--- config.mk ---
export PLATFORM = sky130hd
export DESIGN_NAME = sf3_cmd_sequencer
export DESIGN_NICKNAME = d
export VERILOG_FILES = /design/src/rtl/sf3_cmd_sequencer.sv
export SDC_FILE = /design/constraint.sdc
export NUM_CORES = 1
export LEC_CHECK = 0
export CAP_MARGIN = 20
export CORE_MARGIN = 8
export CORE_UTILIZATION = 53
export CTS_BUF_LIST = sky130_fd_sc_hd__clkbuf_2 sky130_fd_sc_hd__clkbuf_4 sky130_fd_sc_hd__clkbuf_8
export CTS_CLUSTER_DIAMETER = 50
export DETAILED_ROUTE_END_ITERATION = 10
export PLACE_DENSITY = 0.84
export SLEW_MARGIN = 20
export SYNTH_ARGS = -nofsm -noshare
export SYNTH_HDL_FRONTEND = slang
export SYNTH_SLANG_ARGS = --single-unit
--- constraint.sdc ---
create_clock -name i_ext_spi_clk_x -period 3.63 [get_ports i_ext_spi_clk_x]
set_clock_uncertainty 0.2 [all_clocks]
set_input_delay 0.726 -clock i_ext_spi_clk_x [delete_from_list [all_inputs] [get_ports i_ext_spi_clk_x]]
set_output_delay 0.726 -clock i_ext_spi_clk_x [all_outputs]
set_load 0.02 [all_outputs]
--- src/rtl/sf3_cmd_sequencer.sv ---
// sf3_cmd_sequencer: turns one high-level serial-flash command into quad-SPI driver
// transactions.
//
// For each accepted command the sequencer:
//   - fills the driver TX FIFO with opcode, optional address and optional payload;
//   - programs the TX length, wait-cycle count and RX length;
//   - pulses the go strobe and waits for the driver to finish;
//   - drains the RX FIFO into a byte stream for the flash-test controller.
//
// Ports:
//   i_ext_spi_clk_x, i_srst_n         clock, synchronous active-low reset
//   i_cmd_*, o_cmd_*                  command request / ready / done / error
//   i_wr_*, o_wr_ready                program payload stream (PAGE_PROG)
//   o_rd_data, o_rd_valid             read byte stream
//   o_tx_*, i_tx_ready                driver TX FIFO write side
//   o_tx_len, o_wait_cyc, o_rx_len    driver transaction lengths
//   o_go_stand, i_spi_idle            driver start strobe / idle status
//   i_rx_*, o_rx_dequeue              driver RX FIFO read side
module sf3_cmd_sequencer #(
    parameter int unsigned DUMMY_CYC    = 8,
    parameter int unsigned MAX_PROG_LEN = 256
) (
    input  logic        i_ext_spi_clk_x,
    input  logic        i_srst_n,
    input  logic        i_cmd_start,
    input  logic [2:0]  i_cmd_code,
    input  logic [23:0] i_cmd_addr,
    input  logic [10:0] i_cmd_len,
    output logic        o_cmd_ready,
    output logic        o_cmd_done,
    output logic        o_cmd_err,
    input  logic [7:0]  i_wr_data,
    input  logic        i_wr_valid,
    output logic        o_wr_ready,
    output logic [7:0]  o_rd_data,
    output logic        o_rd_valid,
    output logic [7:0]  o_tx_data,
    output logic        o_tx_enqueue,
    input  logic        i_tx_ready,
    output logic [10:0] o_tx_len,
    output logic [8:0]  o_wait_cyc,
    output logic [10:0] o_rx_len,
    output logic        o_go_stand,
    input  logic        i_spi_idle,
    input  logic        i_rx_avail,
    output logic        o_rx_dequeue,
    input  logic [7:0]  i_rx_data,
    input  logic        i_rx_valid
);

    localparam logic [2:0] CmdReadId   = 3'd0;
    localparam logic [2:0] CmdWriteEn  = 3'd1;
    localparam logic [2:0] CmdReadStat = 3'd2;
    localparam logic [2:0] CmdPageProg = 3'd3;
    localparam logic [2:0] CmdFastRead = 3'd4;
    localparam logic [2:0] CmdSectErase = 3'd5;

    localparam logic [10:0] MaxProgLen = 11'(MAX_PROG_LEN);
    localparam logic [8:0]  DummyCyc   = 9'(DUMMY_CYC);

    typedef enum logic [3:0] {
        StIdle,
        StLoadOp,
        StLoadAddr,
        StLoadData,
        StStart,
        StWaitBusy,
        StWaitIdle,
        StDrain,
        StDone
    } state_e;

    state_e      state_q;
    logic [2:0]  code_q;
    logic [23:0] addr_q;
    logic [10:0] len_q;
    logic [10:0] tx_len_q;
    logic [8:0]  wait_cyc_q;
    logic [10:0] rx_len_q;
    logic [10:0] cnt_q;       // address byte index, payload count or received count
    logic        rx_pend_q;   // a dequeue is outstanding, its data not yet returned
    logic        go_q;
    logic        done_q;
    logic        err_q;
    logic [7:0]  rd_data_q;
    logic        rd_valid_q;

    function automatic logic [7:0] opcode_of(input logic [2:0] code);
        case (code)
            CmdReadId:    opcode_of = 8'h9F;
            CmdWriteEn:   opcode_of = 8'h06;
            CmdReadStat:  opcode_of = 8'h05;
            CmdPageProg:  opcode_of = 8'h02;
            CmdFastRead:  opcode_of = 8'h0B;
            CmdSectErase: opcode_of = 8'hD8;
            default:      opcode_of = 8'h00;
        endcase
    endfunction

    function automatic logic has_addr(input logic [2:0] code);
        has_addr = (code == CmdPageProg) || (code == CmdFastRead) || (code == CmdSectErase);
    endfunction

    // Command validation and length computation on the incoming request.
    logic        cmd_bad;
    logic [10:0] new_tx_len;
    logic [10:0] new_rx_len;
    logic [8:0]  new_wait_cyc;

    always_comb begin
        cmd_bad = (i_cmd_code > CmdSectErase) ||
                  ((i_cmd_code == CmdPageProg) &&
                   ((i_cmd_len == 11'd0) || (i_cmd_len > MaxProgLen))) ||
                  ((i_cmd_code == CmdFastRead) && (i_cmd_len == 11'd0));

        new_tx_len = 11'd1;
        if (has_addr(i_cmd_code)) begin
            new_tx_len = new_tx_len + 11'd3;
        end
        if (i_cmd_code == CmdPageProg) begin
            new_tx_len = new_tx_len + i_cmd_len;
        end

        case (i_cmd_code)
            CmdReadId:   new_rx_len = 11'd3;
            CmdReadStat: new_rx_len = 11'd1;
            CmdFastRead: new_rx_len = i_cmd_len;
            default:     new_rx_len = 11'd0;
        endcase

        new_wait_cyc = (i_cmd_code == CmdFastRead) ? DummyCyc : 9'd0;
    end

    // TX enqueue is gated by i_tx_ready in the same cycle so a full FIFO is never written.
    always_comb begin
        o_tx_data    = 8'h00;
        o_tx_enqueue = 1'b0;
        o_wr_ready   = 1'b0;
        case (state_q)
            StLoadOp: begin
                o_tx_data    = opcode_of(code_q);
                o_tx_enqueue = i_tx_ready;
            end
            StLoadAddr: begin
                case (cnt_q[1:0])
                    2'd0:    o_tx_data = addr_q[23:16];
                    2'd1:    o_tx_data = addr_q[15:8];
                    default: o_tx_data = addr_q[7:0];
                endcase
                o_tx_enqueue = i_tx_ready;
            end
            StLoadData: begin
                o_wr_ready   = i_tx_ready;
                o_tx_data    = i_wr_data;
                o_tx_enqueue = i_wr_valid && i_tx_ready;
            end
            default: ;
        endcase
    end

    assign o_rx_dequeue = (state_q == StDrain) && i_rx_avail && !rx_pend_q &&
                          (cnt_q < rx_len_q);

    assign o_cmd_ready = (state_q == StIdle);
    assign o_cmd_done  = done_q;
    assign o_cmd_err   = err_q;
    assign o_go_stand  = go_q;
    assign o_tx_len    = tx_len_q;
    assign o_wait_cyc  = wait_cyc_q;
    assign o_rx_len    = rx_len_q;
    assign o_rd_data   = rd_data_q;
    assign o_rd_valid  = rd_valid_q;

    always_ff @(posedge i_ext_spi_clk_x) begin
        if (!i_srst_n) begin
            state_q    <= StIdle;
            code_q     <= 3'd0;
            addr_q     <= 24'd0;
            len_q      <= 11'd0;
            tx_len_q   <= 11'd0;
            wait_cyc_q <= 9'd0;
            rx_len_q   <= 11'd0;
            cnt_q      <= 11'd0;
            rx_pend_q  <= 1'b0;
            go_q       <= 1'b0;
            done_q     <= 1'b0;
            err_q      <= 1'b0;
            rd_data_q  <= 8'h00;
            rd_valid_q <= 1'b0;
        end else begin
            go_q       <= 1'b0;
            done_q     <= 1'b0;
            err_q      <= 1'b0;
            rd_valid_q <= 1'b0;

            case (state_q)
                StIdle: begin
                    if (i_cmd_start) begin
                        if (cmd_bad) begin
                            err_q <= 1'b1;
                        end else begin
                            code_q     <= i_cmd_code;
                            addr_q     <= i_cmd_addr;
                            len_q      <= i_cmd_len;
                            tx_len_q   <= new_tx_len;
                            rx_len_q   <= new_rx_len;
                            wait_cyc_q <= new_wait_cyc;
                            cnt_q      <= 11'd0;
                            state_q    <= StLoadOp;
                        end
                    end
                end
                StLoadOp: begin
                    if (i_tx_ready) begin
                        cnt_q   <= 11'd0;
                        state_q <= has_addr(code_q) ? StLoadAddr : StStart;
                    end
                end
                StLoadAddr: begin
                    if (i_tx_ready) begin
                        if (cnt_q == 11'd2) begin
                            cnt_q   <= 11'd0;
                            state_q <= (code_q == CmdPageProg) ? StLoadData : StStart;
                        end else begin
                            cnt_q <= cnt_q + 11'd1;
                        end
                    end
                end
                StLoadData: begin
                    if (i_wr_valid && i_tx_ready) begin
                        if (cnt_q == len_q - 11'd1) begin
                            cnt_q   <= 11'd0;
                            state_q <= StStart;
                        end else begin
                            cnt_q <= cnt_q + 11'd1;
                        end
                    end
                end
                StStart: begin
                    if (i_spi_idle) begin
                        go_q    <= 1'b1;
                        state_q <= StWaitBusy;
                    end
                end
                StWaitBusy: begin
                    if (!i_spi_idle) begin
                        state_q <= StWaitIdle;
                    end
                end
                StWaitIdle: begin
                    if (i_spi_idle) begin
                        cnt_q     <= 11'd0;
                        rx_pend_q <= 1'b0;
                        state_q   <= (rx_len_q != 11'd0) ? StDrain : StDone;
                    end
                end
                StDrain: begin
                    if (o_rx_dequeue) begin
                        rx_pend_q <= 1'b1;
                    end
                    if (i_rx_valid) begin
                        rx_pend_q  <= 1'b0;
                        rd_data_q  <= i_rx_data;
                        rd_valid_q <= 1'b1;
                        cnt_q      <= cnt_q + 11'd1;
                        if (cnt_q + 11'd1 == rx_len_q) begin
                            state_q <= StDone;
                        end
                    end
                end
                StDone: begin
                    done_q  <= 1'b1;
                    state_q <= StIdle;
                end
                default: state_q <= StIdle;
            endcase
        end
    end

endmodule
* Word level (Yosys, flattened, before mapping)
Cells that the tools add are included.
** Cells by class
- Divide/modulo/power cells :: 0
- $add $sub $neg :: 3
- $lt $le $gt $ge :: 3
- Multiply operators :: 0
- Mux-type cells :: 43
- Equality and inequality tests :: 34
- Bitwise logic cells :: 1
- Reductions and logical operators :: 31
- Shift operators :: 0
** Operator list (count)
- two-way mux 11 bit :: 10
- case mux 11 bit (6 select lines) :: 1
- two-way mux 4 bit :: 14
- case mux 8 bit (6 select lines) :: 1
- case mux 11 bit (3 select lines) :: 1
- case mux 4 bit (8 select lines) :: 1
- case mux 8 bit (3 select lines) :: 1
- equality test 11 bit :: 2
- inequality test 2 bit (second input constant) :: 11
- equality test 4 x 3 -> 1 bit (second input constant) :: 4
- case mux 8 bit (2 select lines) :: 1
- equality test 3 x 2 -> 1 bit (second input constant) :: 4
- equality test 3 bit (second input constant) :: 4
- AND reduction 12 bit :: 1
- adder 11 x 1 -> 11 bit (second input constant) :: 1
- adder 11 bit :: 1
- equality test 11 x 2 -> 1 bit (second input constant) :: 1
- > comparator 11 x 9 -> 1 bit (second input constant) :: 1
- logical NOT 11 bit :: 1
- < comparator 11 bit :: 1
- nonzero test 11 bit :: 1
- subtractor 11 x 1 -> 11 bit (second input constant) :: 1
- two-way mux 3 bit :: 3
- AND reduction 3 bit :: 3
- other kinds (22) :: 45
** Storage, ports and cells
- Memories :: 0
- Logic and storage cells :: 129
- Flip-flop bits (word level) :: 97
- Memory bits (read-only) :: 0
- Output and inout port bits :: 55
- Input bits :: 62
- Bits in latches :: 0
- RAM bits :: 0

* Depth between registers and ports, before layout
- Word-level depth :: 8
- Mapped depth :: 11

* Worst setup path before layout
No wires, ideal clock.
- Path kind :: register to output
- Start :: register rx_len_q[1], in the netlist o_rx_len[1]
- End :: output o_rx_dequeue
- Slack :: 697 ps
- Data arrival time :: 2007 ps
- Data required time :: 2704 ps
- Cell stages (with the launch flop) :: 9
- Path through :: dfxtp_1 inv_1 ha_1 nor2b_1 o21a_1 o21a_1 o21ai_0 a21oi_1 o21ai_0
** Between the ends
- Cells in the longest elaborated chain, start to end :: 2
** Ends and longest elaborated chain
- from (decl) :: RTL line 79 : logic [10:0] rx_len_q;
- from (signal assigned) :: RTL line 206 : rx_len_q <= new_rx_len;
- < comparator 11 bit :: RTL line 162 : (cnt_q < rx_len_q);
- logical AND 1 bit :: RTL line 161 : assign o_rx_dequeue = (state_q == StDrain) && i_rx_avail && !rx_pend_q &&
- to (decl) :: RTL line 46 : output logic o_rx_dequeue,
Every way passes these cells.

* Final worst setup path
- Start :: register cnt_q[0]
- End :: output o_tx_data[6]
** Between the ends
- Cells in the longest elaborated chain, start to end :: 3
- Elaborated cells on any way between the ends :: 4
- Classes of those cells :: eq/ne: 1; mux: 2; reduce/logical: 1
** Ends and longest elaborated chain
- from (decl) :: RTL line 80 : logic [10:0] cnt_q;
- from (signal assigned) :: RTL line 225 : cnt_q <= cnt_q + 11'd1;
- from (signal assigned) :: RTL line 235 : cnt_q <= cnt_q + 11'd1;
- from (signal assigned) :: RTL line 265 : cnt_q <= cnt_q + 11'd1;
- equality test 2 x 1 -> 1 bit / logical NOT 2 bit (equally long branches) :: RTL line 145 : case (cnt_q[1:0])
- case mux 8 bit (2 select lines) (*) :: RTL line 145
- case mux 8 bit (3 select lines) (*) :: RTL line 139 : case (state_q)
- to (decl) :: RTL line 37 : output logic [7:0] o_tx_data,
Every way passes the cells marked *; elsewhere a longest branch is shown, timed or not.

==> reports/summary.md <==
* DR pass1 iterations: 6
* Finish-stage setup viols: 0
* largest net degree at the start of global routing: 62
* core region area: 10300 um2
* WP data arrival: 2.55 ns
* class of the tightest hold or removal check: register to register
* achievable clock frequency: 0.288 GHz
* pwr dens: 448 nW/um2
* post-synth cell types: 79
* total inserted antenna cells: 0
* antenna violations before repair: 0
* Commonest cells post-synth: sky130_fd_sc_hd__nand2_1, sky130_fd_sc_hd__dfxtp_1, sky130_fd_sc_hd__nand3_1
* post-synthesis instance total: 719
* average via count per standard cell: 5.87
* number of max-slew violations in the final report: 0
* Synth Cell Area: 5610 um2
* Routability Congestion: 0.914
* final antenna-violating net count: 0
* worst setup slack after layout: 0.155 ns
* final layout net count: 889
* cell with the most instances after synthesis: sky130_fd_sc_hd__nand2_1
* setup repair after global routing missed its margin: false
* Post-synth top flop: sky130_fd_sc_hd__dfxtp_1
* number of buffers created by CTS: 9
* remaining max-slew budget at the tightest pin: 0.538
* number of core rows: 37
* vertical extent of the die: 119 um
* clock transition at the registers of the reported paths: 0.09 ns
* fraction of layout instances using a drive strength above 1: 0.0836
* yosys synthesis warning count: 0
* highest ir drop seen on vdd: 290 uV
* critical path start-end classification: register to primary output
* Fill cells: 841
* leakage component of the power: 2.60 nW
* slew at the pin closest to its max-slew limit: 0.691 ns
* clock tree from TritonCTS: built
* first-pass GRT wire length: 26.9 mm
* growth of design area from synthesis to finish: 25.0%
* sequential fraction of the synthesis area: 0.318
* root buffer cell: sky130_fd_sc_hd__clkbuf_8
* Chip Width: 119 um
* via count: 5574
* DRC violations left: 0
* required time of the worst setup path: 2.70 ns
* number of top-level pins: 117
* cell type with the highest aggregate area in the netlist: sky130_fd_sc_hd__dfxtp_1
* share of flip-flops with an asynchronous set or reset: 0
* number of clock sinks: 89
* via count of the first global-routing pass: 5577
* maximum root-to-sink buffer count: 2
* number of maximum-capacitance constraint violations: 0
* proportion of netlist area held by the largest area contributor: 0.318
* Final TNS setup: 0 ns
* crit path max fanout: 9
* number of enable flip-flop cells after synthesis: 0
* critical path capture point type: primary output
* area of the die: 14100 um2
* ranking of synthesized cells by area: sky130_fd_sc_hd__dfxtp_1, sky130_fd_sc_hd__nand2_1, sky130_fd_sc_hd__a21boi_1, sky130_fd_sc_hd__ha_1, sky130_fd_sc_hd__a21boi_0
* run status: completed
* period utilisation layout: 0.957
* violation count after the first detailed-route iteration: 505
* detail-routed net length per standard cell: 17.4 um
* initial core utilization: 0.545
* clock insertion delay at the later pin of the skew report: 0.36 ns
* count of endpoints failing hold in the final timing report: 0
* H-Tree Depth: 3
* final wirelength: 16.5 mm
* kind of start point of the critical path: register
* per-instance average area after synthesis: 7.80 um2
* Cells after DPL: 933
* GRT Util Overall: 0.227
* minimum clock period after layout: 3.47 ns
* HPWL after detailed placement: 12.4 mm
* input/output buffers: 108
* post-layout util: 0.682
* pre-CTS WS: -0.0825 ns
* count of placed standard cells in the final layout, fillers left out: 949
* GR Overflow Total: 0
* flops & latches, synth: 89
[cell families after synthesis]
logic type / count (synthesis) / synth area share
xor+xnor: 32 / 0.0500
fa+ha+maj: 19 / 0.0424
mux: 7 / 0.0129
flops: 89 / 0.318
buf+inv: 83 / 0.0670
simple gates: 320 / 0.289
compound gates: 168 / 0.220
other cells: 1 / 0.000669
[layer usage]
layer,share of wire,up-vias,wire length (um),global-route usage
li1,-,2674,-,-
met1,0.42,2629,6990,0.281
met2,0.48,234,7960,0.384
met3,0.064,37,1050,0.0449
met4,0.029,0,476,0.0870
met5,0,-,0,0
[power breakdown]
| group | switching (mW) | internal (mW) | total, mW | leakage [nW] |
|---|---|---|---|---|
| combinational | 0.740 | 0.555 | 1.30 | 1.78 |
| clock | 0.370 | 0.310 | 0.680 | 0.0992 |
| sequential | 0.102 | 1.06 | 1.17 | 0.723 |
| total | 1.21 | 1.93 | 3.14 | 2.60 |
[path summary, 6_finish.rpt]
kind | start | to | slack [ns] | depth (start not counted)
setup / recovery | cnt_q[0] | o_tx_data[6] | 0.16 | 9
hold / removal | addr_q[4] | addr_q[4] | 0.27 | 2
setup reg to reg | cnt_q[1] | state_q[1] | 0.55 | 8
hold reg to reg | addr_q[4] | addr_q[4] | 0.27 | 2
[critical path, stage by stage (launching register included)]
cell	delay, ns
sky130_fd_sc_hd__dfxtp_2	0.43
sky130_fd_sc_hd__inv_1	0.12
sky130_fd_sc_hd__ha_2	0.30
sky130_fd_sc_hd__nor2_2	0.18
sky130_fd_sc_hd__buf_4	0.17
sky130_fd_sc_hd__nand2_1	0.06
sky130_fd_sc_hd__nand2_1	0.06
sky130_fd_sc_hd__a22oi_1	0.08
sky130_fd_sc_hd__nor2_1	0.15
sky130_fd_sc_hd__clkdlybuf4s50_1	0.64
[final cells by class]
cell class              instances  area [um2]  share of cell area
multi-input cells             554        3490               0.499
flip-flops and latches         89        1780               0.255
repair buffers                132        1280               0.182
well taps                     136         170              0.0243
clock buffers                  12         165              0.0236
inverters                      22        82.6              0.0118
clock inverters                 4        33.8             0.00482
[registers in the layout (all words and copies together) (netlist names), 3 cells and up]
signal     flops
o_rx_len      11
code_q         3
len_q         11
o_tx_len      11
cnt_q         11
state_q        4
o_rd_data      8
addr_q        24
[repair_timing]
| item | in CTS | in global routing |
|---|---|---|
| endpoints found under the setup margin | 5 | 4 |
| pin swaps | 0 | 0 |
| hold buffers | 0 | 0 |
| setup buffers | 0 | 0 |
| resized for setup | 4 | 5 |
[through the flow]
step                hold WS, ns  power, mW  cell area (um2)
floorplan                 0.235       2.02             5630
global placement          0.241       2.42             6800
detailed placement        0.247       2.46             6800
CTS                       0.266       3.13             7010
global route              0.289       3.31             7010
finish                    0.267       3.14             7010
[cells in the final DEF, fill, tap and decap left out, types with 15 or more instances in the layout]
| cell | netlist | routed |
|---|---|---|
| sky130_fd_sc_hd__ha_1 | 19 | 17 |
| sky130_fd_sc_hd__a21oi_1 | 19 | 19 |
| sky130_fd_sc_hd__nand2_1 | 149 | 148 |
| sky130_fd_sc_hd__inv_1 | 22 | 22 |
| sky130_fd_sc_hd__buf_4 | 8 | 22 |
| sky130_fd_sc_hd__nand3_1 | 43 | 43 |
| sky130_fd_sc_hd__xnor2_1 | 19 | 19 |
| sky130_fd_sc_hd__nor2_1 | 33 | 32 |
| sky130_fd_sc_hd__a21boi_0 | 30 | 30 |
| sky130_fd_sc_hd__dfxtp_1 | 89 | 87 |
| sky130_fd_sc_hd__o21ai_0 | 16 | 16 |
| sky130_fd_sc_hd__a21boi_1 | 37 | 37 |
| sky130_fd_sc_hd__clkdlybuf4s50_1 | 0 | 106 |
| sky130_fd_sc_hd__nor2b_1 | 15 | 15 |
No activity file was read; power rests on OpenSTA's default activity.
